==> src/rtl/dsp48a1_mac_sequencer.sv <==
// dsp48a1_mac_sequencer: drives a fully-pipelined DSP48A1 slice as a streaming
// signed 18x18 multiply-accumulator, returning one 48-bit dot product per vector.
module dsp48a1_mac_sequencer #(
    parameter int LAT      = 4,
    parameter int OPM_SKEW = 2
) (
    input  logic        CLK,
    input  logic        RST,
    input  logic        IN_VALID,
    output logic        IN_READY,
    input  logic [17:0] IN_A,
    input  logic [17:0] IN_B,
    input  logic        IN_LAST,
    output logic        RES_VALID,
    input  logic        RES_READY,
    output logic [47:0] RES_DATA,
    output logic [15:0] RES_COUNT,
    output logic [17:0] DSP_A,
    output logic [17:0] DSP_B,
    output logic [17:0] DSP_D,
    output logic [47:0] DSP_C,
    output logic [7:0]  DSP_OPMODE,
    output logic        DSP_CARRYIN,
    output logic        DSP_CE,
    output logic        DSP_RST,
    input  logic [47:0] DSP_P
);

    localparam logic [7:0] OPM_FIRST = 8'b0000_0001;  // P = M
    localparam logic [7:0] OPM_ACC   = 8'b0000_1001;  // P = P + M
    localparam logic [7:0] OPM_HOLD  = 8'b0000_1000;  // P = P + 0
    localparam int         CNT_W     = $clog2(LAT + 2);
    localparam int         SR_W      = OPM_SKEW * 8;

    typedef enum logic [1:0] {S_IDLE, S_ACC, S_DRAIN, S_HOLD} state_t;

    state_t            state, state_nxt;
    logic              accept, capture;
    logic              rst_q;
    logic              slot_valid, slot_first;
    logic [17:0]       slot_a, slot_b;
    logic [7:0]        opm_issue;
    logic [SR_W-1:0]   opm_sr;
    logic [CNT_W-1:0]  drain_cnt;
    logic [15:0]       elem_cnt;

    assign IN_READY    = !rst_q && (state == S_IDLE || state == S_ACC);
    assign accept      = IN_VALID && IN_READY;
    assign RES_VALID   = (state == S_HOLD);
    assign DSP_D       = '0;
    assign DSP_C       = '0;
    assign DSP_CARRYIN = 1'b0;
    assign DSP_RST     = rst_q;
    assign DSP_CE      = !rst_q;
    assign DSP_OPMODE  = opm_sr[SR_W-1 -: 8];

    // Delayed copy of reset: drives the slice reset/CE and masks IN_READY for one cycle.
    always_ff @(posedge CLK) begin
        rst_q <= RST;
    end

    // State register.
    always_ff @(posedge CLK) begin
        if (RST) state <= S_IDLE;
        else     state <= state_nxt;
    end

    // Next-state logic and result-capture strobe.
    always_comb begin
        state_nxt = state;
        capture   = 1'b0;
        unique case (state)
            S_IDLE:  if (accept) state_nxt = IN_LAST ? S_DRAIN : S_ACC;
            S_ACC:   if (accept && IN_LAST) state_nxt = S_DRAIN;
            S_DRAIN: if (drain_cnt == '0) begin
                         capture   = 1'b1;
                         state_nxt = S_HOLD;
                     end
            S_HOLD:  if (RES_READY) state_nxt = S_IDLE;
            default: state_nxt = S_IDLE;
        endcase
    end

    // Slot stage: register the accepted pair (or a zero bubble) and whether it opens the vector.
    always_ff @(posedge CLK) begin
        if (RST) begin
            slot_valid <= 1'b0;
            slot_first <= 1'b0;
            slot_a     <= '0;
            slot_b     <= '0;
        end else begin
            slot_valid <= accept;
            slot_first <= (state == S_IDLE);
            slot_a     <= accept ? IN_A : '0;
            slot_b     <= accept ? IN_B : '0;
        end
    end

    // Issue stage: operands onto the slice, OPMODE enters a skew line so it meets the product at the post-adder.
    always_ff @(posedge CLK) begin
        if (RST) begin
            DSP_A     <= '0;
            DSP_B     <= '0;
            opm_issue <= OPM_HOLD;
            opm_sr    <= {OPM_SKEW{OPM_HOLD}};
        end else begin
            DSP_A     <= slot_a;
            DSP_B     <= slot_b;
            opm_issue <= !slot_valid ? OPM_HOLD : (slot_first ? OPM_FIRST : OPM_ACC);
            opm_sr    <= (opm_sr << 8) | SR_W'(opm_issue);
        end
    end

    // Drain counter: loaded on LAST accept, counts the slice pipeline down to the capture cycle.
    always_ff @(posedge CLK) begin
        if (RST)
            drain_cnt <= '0;
        else if (accept && IN_LAST)
            drain_cnt <= CNT_W'(LAT + 1);
        else if (state == S_DRAIN && drain_cnt != '0)
            drain_cnt <= drain_cnt - 1'b1;
    end

    // Element counter: saturating count of accepted pairs, cleared as the result is consumed.
    always_ff @(posedge CLK) begin
        if (RST)
            elem_cnt <= '0;
        else if (state == S_HOLD && RES_READY)
            elem_cnt <= '0;
        else if (accept && elem_cnt != '1)
            elem_cnt <= elem_cnt + 1'b1;
    end

    // Result registers: sample the slice P output and element count at drain expiry.
    always_ff @(posedge CLK) begin
        if (RST) begin
            RES_DATA  <= '0;
            RES_COUNT <= '0;
        end else if (capture) begin
            RES_DATA  <= DSP_P;
            RES_COUNT <= elem_cnt;
        end
    end

endmodule

==> config.mk <==
export PLATFORM = sky130hd
export DESIGN_NAME = dsp48a1_mac_sequencer
export DESIGN_NICKNAME = d
export VERILOG_FILES = /design/src/rtl/dsp48a1_mac_sequencer.sv
export SDC_FILE = /design/constraint.sdc
export NUM_CORES = 1
export LEC_CHECK = 0
export CAP_MARGIN = 0
export CORE_MARGIN = 4
export CORE_UTILIZATION = 40
export CTS_CLUSTER_SIZE = 40
export DETAILED_ROUTE_END_ITERATION = 7
export HOLD_SLACK_MARGIN = 0.08
export PLACE_DENSITY = 0.77
export SYNTH_ARGS = -nofsm -noshare
export SYNTH_HDL_FRONTEND = slang
export SYNTH_SLANG_ARGS = --single-unit
export TNS_END_PERCENT = 20
==> constraint.sdc <==
create_clock -name CLK -period 1.9 [get_ports CLK]
set_clock_uncertainty 0.05 [all_clocks]
set_input_delay 0.38 -clock CLK [delete_from_list [all_inputs] [get_ports CLK]]
set_output_delay 0.38 -clock CLK [all_outputs]
set_load 0.01 [all_outputs]
# Yosys cells after proc, flatten, opt, wreduce, memory -nomap -nowiden
# Index checks and enable logic that the tools add are counted.
# classes
addsub	2
eq_ne	8
mux	11
n_bitwise	3
n_reduce_logical	17
# ops
operator	count
adder 16 x 1 -> 16 bit, second input constant	1
!= test 16 bit, second input constant	1
bitwise OR 16 x 8 -> 16 bit	1
2-to-1 mux 2 bit	5
case mux 2 bit (4 select lines)	1
OR reduction 2 bit	4
logical AND 1 bit	6
2-to-1 mux 3 bit	2
== test 2 bit, second input constant	2
2-to-1 mux 4 bit	1
!= test 2 x 1 -> 1 bit, second input constant	2
!= test 2 bit, second input constant	2
AND reduction 4 bit	1
zero test 3 bit	1
nonzero test 3 bit	1
subtractor 3 x 1 -> 3 bit, second input constant	1
== test 2 x 1 -> 1 bit, second input constant	1
zero test 2 bit	1
2-to-1 mux 1 bit	2
inverter 1 bit	2
nonzero test 2 bit	1
zero test 1 bit	1
logical OR 1 bit	1
# word_totals
reg_bits	184
out_inout_bits	179
elab_cells	56

# Depth between registers and ports, before layout
# Gate-level depths: netlist of the first run.
# logic_depth
ltp_word	7
ltp_mapped	8
mapped_depth_nobuf	6

# Least setup slack after synthesis of the first run
# No wires, ideal clock.
# synth_timing
path_type	flip-flop to flip-flop
from	reg state[0]
to	reg elem_cnt[12]
t_arrival_ps	1598
t_required_ps	1780
setup_slack_ps	183
path_stages_with_launch	8
synth_period_minus_slack_ps	1717
path_cell_list	dfxtp_1 inv_1 ha_1 or2_2 nand3_1 buf_4 or4_1 a21oi_1
# synth_via
elab_chain_cells	5
word_cells_on_any_way	9
cone_classes	eq/ne: 2; reduce/logical: 7
# synth_rtl
item	line_no	rtl
start, declared	37	state_t state, state_nxt;
start signal, assigned	65	else state <= state_nxt;
== test 2 x 1 -> 1 bit / zero test 2 bit (equally long branches)	47	assign IN_READY = !rst_q && (state == S_IDLE || state == S_ACC);
logical OR 1 bit	47	
logical AND 1 bit	47	
logical AND 1 bit	48	assign accept = IN_VALID && IN_READY;
logical AND 1 bit	130	else if (accept && elem_cnt != '1)
end signal, assigned	131	elem_cnt <= elem_cnt + 1'b1;
end, declared	45	logic [15:0] elem_cnt;
# Parallel ways exist; a longest one is shown, timed or not.
# A chain may end at the register's enable or synchronous reset.

# Final worst setup path of the first run
# layout_timing
from	reg state[0]
to	out IN_READY
# layout_via
elab_chain_cells	3
word_cells_on_any_way	4
cone_classes	eq/ne: 1; reduce/logical: 3
# layout_rtl
item	line_no	rtl
== test 2 x 1 -> 1 bit / zero test 2 bit (equally long branches)	47	
logical OR 1 bit *	47	
logical AND 1 bit *	47	
end, declared	10	output logic IN_READY,
# Every way passes the cells marked *; elsewhere a longest branch is shown, timed or not.

==> results.md, run 1 <==
- Run status: finished, final reports clean
- CP Capture Type: output port
- Met3 Track Usage GR: 7.48%
- Antenna viol nets, final: 0
- Post-synth top flop: dfxtp_1
- CTS Buf Count: 17
- Initial antenna violation count: 0
- Drc violations: 0
- Pleak: 3.35 nW
- Synth-to-layout area growth: 41.3%
- # diodes: 0
- Total track usage: 15.3%
- Initial Util: 40.6%
- DRT Pass-1 Iters: 6
- Hold Vio Cnt, Final: 0
- Pwr Total: 9.71 mW
- Post-route minimum period: 1.83 ns
- Met1 Usage GRT: 17.3%
- Maximum VDD drop: 0.717 mV
- Fin area: 0.00868 sq mm
- CTS sink cnt: 166
- CP required: 1.47 ns
- CP max-delay cell: dfxtp_2
- RSZ-0062 raised after global routing: yes
- Vias after detailed routing: 4736
- Grt met2 use: 25.1%
- GP Congestion: 0.822
- Number of nets in the layout: 966
- Max Slew Vio Count: 0
- Worst EP arrival: 1.40 ns
- FFs w/ async S/R, synth: 0%
- Crit-path cells: inv_1, ha_1, nor2_1, nor2_1, buf_2
- Synth top area cells: dfxtp_1, buf_4, nand2_1
- Area after DPL: 0.00808 sq mm
- Critical path class: reg2out
- Worst setup SP type: flop
- Max Clk Rate: 0.547 GHz
- Post-synth EDFFs: 0
- Largest net degree at the start of global routing: 65
- Share of layout cells above drive strength 1: 8.04%
- Yosys warnings: 0
- CP dominant cell by count: nor2_1
- DR iter-0 viols: 158
- Mapped Area: 0.00614 sq mm
- Yosys reg bits: 166
- Max-cap viol count: 0
- Cells after synthesis: 673
- WL per Instance: 12.7 um
- Power per Cell Area: 1120 mW/mm^2
- Final setup fails: 0
- Crit Path Max Fanout: 4
- DPL Wire Length: 9680 um
- Util after Layout: 57.3%
- GRT Max-Usage Layer: met2
- CTS tree: done
- CP max stage delay: 0.36 ns
- Worst path top cell family by delay: flip-flops
- GRT Residual Overflow: 0
- First-pass GRT wire length: 21600 um
- Syn avg cell area: 9.13 sq um
- Top cell type by total area after synthesis: dfxtp_1
- Hold Worst Slack: 0.199 ns
- Max clock buf depth: 2
- Die W: 132 um
- Port bufs: 194
- Core ar.: 0.0151 sq mm
- Final worst-path cycle share: 96.2%
- H-tree lvl count: 4
- Vias in the first global route: 4426
- Die ar.: 0.0174 sq mm
- Ports: 268
- Hold crit path type: in2reg
- Die Span Y: 132 um
- DR vias/cell: 4.42
- Seq/Total Area, Yosys: 54.1%
- Clock slew at reported path FFs: 0.06 ns
- CP bufs+invs: 2
- Unique cell type count in the Yosys netlist: 40
- # rows: 45
- CTS root buffer: clkbuf_16
- Drt total wl: 13600 um
- Synth top area share: 54.1%
- Insertion delay to the later sink of the worst-skew pair: 0.42 ns
[final cells by class]
cell class,instances,area (sq um)
flip-flops and latches,166,3330
inverters,10,37.5
clock buffers,19,453
clock inverters,13,144
multi-input cells,461,2370
fillers,1391,6460
repair buffers,214,2120
well taps,188,235
[path summary, 6_finish.rpt]
path,start,endpoint,slack (ns),depth (start not counted)
setup / recovery,state[0]$_SDFFE_PP0P_,IN_READY,0.07,5
hold / removal,RST,opm_sr[3]$_SDFF_PP1_,0.20,2
setup reg to reg,state[0]$_SDFFE_PP0P_,state[0]$_SDFFE_PP0P_,0.16,6
hold reg to reg,slot_first$_SDFF_PP0_,opm_issue[3]$_SDFF_PP1_,0.32,1
[timing repair]
action,CTS,global route
resized for setup,7,4
setup buffers,0,0
endpoints found under the setup margin,2,10
pin swaps,1,2
hold buffers,0,0
[metrics by stage]
step | instances | setup WS [ns] | setup TNS (ns)
floorplan | 745 | 0.183 | 0
global placement | 1039 | -0.213 | -1.20
detailed placement | 1039 | -0.333 | -2.56
CTS | 1071 | 0.0381 | 0
global route | 1071 | -0.0178 | -0.0178
finish | 1071 | 0.0718 | 0
[flip-flops by register name (all words and copies together) (netlist names), 3 cells and up]
signal / flops
DSP_B: 18
RES_COUNT: 16
opm_sr: 4
DSP_A: 18
drain_cnt: 3
slot_a: 18
elem_cnt: 16
slot_b: 18
RES_DATA: 48
[layout by cell type, fill, tap and decap left out, drive strengths merged, types with 5 or more instances in the layout]
master	instances
a21oi	75
and2	40
and4	5
buf	22
clkbuf	19
clkdlybuf4s50	191
clkinv	6
conb	73
dfxtp	166
ha	7
inv	15
mux2i	11
nand2	147
nand2b	9
nand3	7
nor2	7
nor2b	41
nor4	6
[logic make-up after synthesis]
family,after synthesis,synth area share (%)
flops,166,54.1
xor+xnor,2,0.285
buf+inv,118,12.2
fa+ha+maj,7,1.43
simple gates,278,22.2
compound gates,90,7.92
mux,11,1.79
other cells,1,0.0610
[synth_stat cells (2+ instances only)]
library cell	instances
and4_2	2
o21ai_0	3
and4_1	2
nand2_1	146
buf_2	4
and3_1	3
nand4_1	2
and2_1	39
a211oi_1	2
clkbuf_1	25
nor3_1	3
or2_2	4
o31ai_1	3
nor2_1	7
a21oi_1	75
nand3_1	7
buf_4	76
nor2b_1	41
inv_1	10
dfxtp_1	166
nand2b_1	9
or4_1	3
buf_6	2
nor4_1	6
ha_1	7
mux2i_1	11
a311oi_1	2
[worst register-to-register path, cell delays in order, from the launching register on]
cell and delay (ns):
dfxtp_2 0.36, inv_1 0.06, ha_1 0.22, buf_4 0.16
a222oi_1 0.39, a21oi_1 0.14, a311oi_1 0.27
[report_power, final]
group          total (mW)  internal [mW]  switching [mW]
sequential           3.98           3.83           0.150
combinational        2.29           1.07            1.22
clock                3.44           2.03            1.41
total                9.71           6.93            2.78
[per-layer routing]
layer  share of wire (%)  routed length, um
met3                  11               1510
met1                  41               5580
met4                 1.4                189
met2                  47               6340
met5                   0                  0
(Power assumes the default switching activity.)
==> inputs of run 2 (changes only) <==
Settings changed: GPL_TIMING_DRIVEN from default to 1.
==> results of run 2 <==
The final DEF is identical to that of run 1; final timing and power are the same.
==> inputs of run 3 (changes only) <==
Settings changed: CORE_MARGIN 4 to 1.
==> run 3 against run 2 <==
Via count decreased by 0.91%. Sequential share of layout area about the same. Final area increased by 0.13%. Flip-flop and latch count unchanged. Hold slack improved by 0.012 ns. Final cell count decreased by 0.93%. Setup slack improved by 0.0048 ns. Non-clock buffer count decreased by 6.
==> results.md, run 3 (same netlist as run 1, synthesis figures left out) <==
- Run status: finished, final reports clean
- Worst reg2reg path startpoint: elem_cnt[1]$_SDFFE_PP0P_
- Power per Cell Area: 1120 mW/mm^2 (+0.35%)
- Maximum VDD drop: 0.764 mV (+6.5%)
- Highest routed layer: met4
- CP Capture Type: output port
- WL per Instance: 12.2 um (-4.4%)
- Worst setup path end: IN_READY
- Vias after detailed routing: 4693 (-0.91%)
- Port bufs: 194 (unchanged)
- DR vias/cell: 4.42 (about the same)
- GRT Residual Overflow: 0 (unchanged)
- CP Launch Point: state[0]$_SDFFE_PP0P_
- Insertion delay to the later sink of the worst-skew pair: 0.41 ns (about the same)
- # rows: 44 (-2.2%)
- H-tree lvl count: 4 (unchanged)
- CTS sink cnt: 166 (unchanged)
- Die ar.: 0.0159 sq mm (-8.9%)
- Multi-input logic area: 0.00239 sq mm (+0.90%)
- Max clock buf depth: 2 (unchanged)
- Post-route minimum period: 1.82 ns (-0.00479 ns)
- Synth-to-layout area growth: 41.5%
- Ports: 268 (unchanged)
- Total track usage: 16.2% (+0.94 points)
- Largest net degree at the start of global routing: 65 (unchanged)
- Commonest non-fill, non-tap cell in the layout: clkdlybuf4s50_1
- Final worst-path cycle share: 96.0% (-0.25 points)
- Reg with most FFs: RES_DATA
- RSZ-0062 raised after global routing: no
- Pleak: 3.31 nW (-1.0%)
- Setup WS pre-CTS: -0.176 ns (+0.157 ns)
- Max Slew Vio Count: 0 (unchanged)
- Util after Layout: 58.9% (+1.6 points)
- Met3 wire length: 1130 um (-25%)
- Drc violations: 0 (unchanged)
- Share of layout cells above drive strength 1: 7.53% (-0.52 points)
- FF-to-FF End: elem_cnt[12]$_SDFFE_PP0P_
- Wire length on met1: 5050 um (-9.5%)
- Die W: 126 um (-4.5%)
- DPL Wire Length: 9050 um (-6.5%)
- Antenna viol nets, final: 0 (unchanged)
- Max reg flops: 48 (unchanged)
- Max-cap viol count: 0 (unchanged)
- Final setup fails: 0 (unchanged)
- Die Span Y: 126 um (-4.5%)
- Setup repair bufs after CTS: 0 (unchanged)
- Hold crit path type: in2reg
- Initial Util: 41.6% (+1.1 points)
- Drt total wl: 12900 um (-5.3%)
- CTS tree: done
- Crit Path Max Fanout: 4 (unchanged)
- Vias in the first global route: 4167 (-5.9%)
- CP required: 1.47 ns (about the same)
- First-pass GRT wire length: 20300 um (-6.1%)
- Core ar.: 0.0148 sq mm (-2.6%)
- Max Clk Rate: 0.548 GHz (+0.26%)
- Worst EP arrival: 1.39 ns (about the same)
- Worst reg2reg path depth: 6 (unchanged)
- Most frequent cells in the layout: clkdlybuf4s50_1, dfxtp_1, nand2_1
- Reg-to-reg slack, setup: 0.15 ns (about the same)
- # diodes: 0 (unchanged)
- Initial antenna violation count: 0 (unchanged)
- Clock slew at reported path FFs: 0.06 ns (about the same)
- Hold Vio Cnt, Final: 0 (unchanged)
- Final worst slack: 0.0766 ns (+0.00479 ns)
- CTS root buffer: clkbuf_16
- GP Congestion: 0.766 (-6.8%)
- Register area: 0.00333 sq mm (about the same)
- Number of nets in the layout: 960 (-0.62%)
- Met2 wire length: 6520 um (+2.9%)
- Fillers: 1302 (-6.4%)
- CTS Hold Bufs: 0 (unchanged)
- DRT Pass-1 Iters: 4 (-2)
- DR iter-0 viols: 173 (+9.5%)
- Pwr Total: 9.76 mW (+0.48%)
- Critical path class: reg2out
- Worst setup SP type: flop
- CTS Buf Count: 17 (unchanged)
-- run 3: cell types whose count changed in the layout (fill, tap and decap cells not counted), moves of 2 or more --
cell and change:
clkinv_2 -2, inv_1 -2, clkinvlp_4 +2, inv_6 -2, ha_4 +2, ha_1 -3, buf_4 -9, dfxtp_2 -2
buf_12 +3, clkinv_4 +2, inv_2 +2
-- run 3: through the flow --
step	cells	cell area (sq um)	hold WS [ns]	TNS [ns]
detailed placement	1029	8060	0.304	-0.899
global route	1061	8690	0.203	0
CTS	1061	8660	0.197	-0.00987
finish	1061	8690	0.212	0
floorplan	745	6410	0.293	0
global placement	1029	8060	0.311	-0.434
-- run 3: metal layers --
layer	vias to the layer above	GRT usage (%)
met3	15	6.37
met4	0	6.73
met2	169	28.4
li1	2402	-
met5	-	0
met1	2107	17.4
-- run 3: worst min-delay path by stage --
stage,to,cells past startpoint,from,slack [ns]
after global placement,opm_issue[3]$_SDFF_PP1_,1,slot_first$_SDFF_PP0_,0.31
after global routing,DSP_RST$_DFF_P_,1,RST,0.20
final,DSP_RST$_DFF_P_,1,RST,0.21
after CTS,DSP_RST$_DFF_P_,1,RST,0.20
after detailed placement,opm_issue[3]$_SDFF_PP1_,1,slot_first$_SDFF_PP0_,0.30
after floorplan,opm_issue[3]$_SDFF_PP1_,1,slot_first$_SDFF_PP0_,0.29
-- run 3: area by class of cell --
type	instances	share of cell area, %
Clock buffer	19	5.09
Inverter	10	0.432
Clock inverter	13	1.71
Tap cell	184	2.65
Sequential cell	166	38.3
Multi-Input combinational cell	461	27.5
Timing Repair Buffer	208	24.4
-- run 3: where the power goes --
part           switching [mW]  internal, mW  total, mW
logic                    1.22          1.15       2.37
clock network            1.40          1.99       3.39
registers               0.161          3.84       4.00
total                    2.78          6.98       9.76
-- run 3: repair_timing --
action                     CTS  global route
setup endpoints to repair    2             3
pin swaps                    1             1
resized for setup            7             9
-- run 3: critical path, cell delays in order, from the launching register on --
cell and delay, ns:
dfxtp_4 0.38, inv_2 0.06, ha_4 0.17, nor2_4 0.11
nor2_1 0.04, clkdlybuf4s15_2 0.22
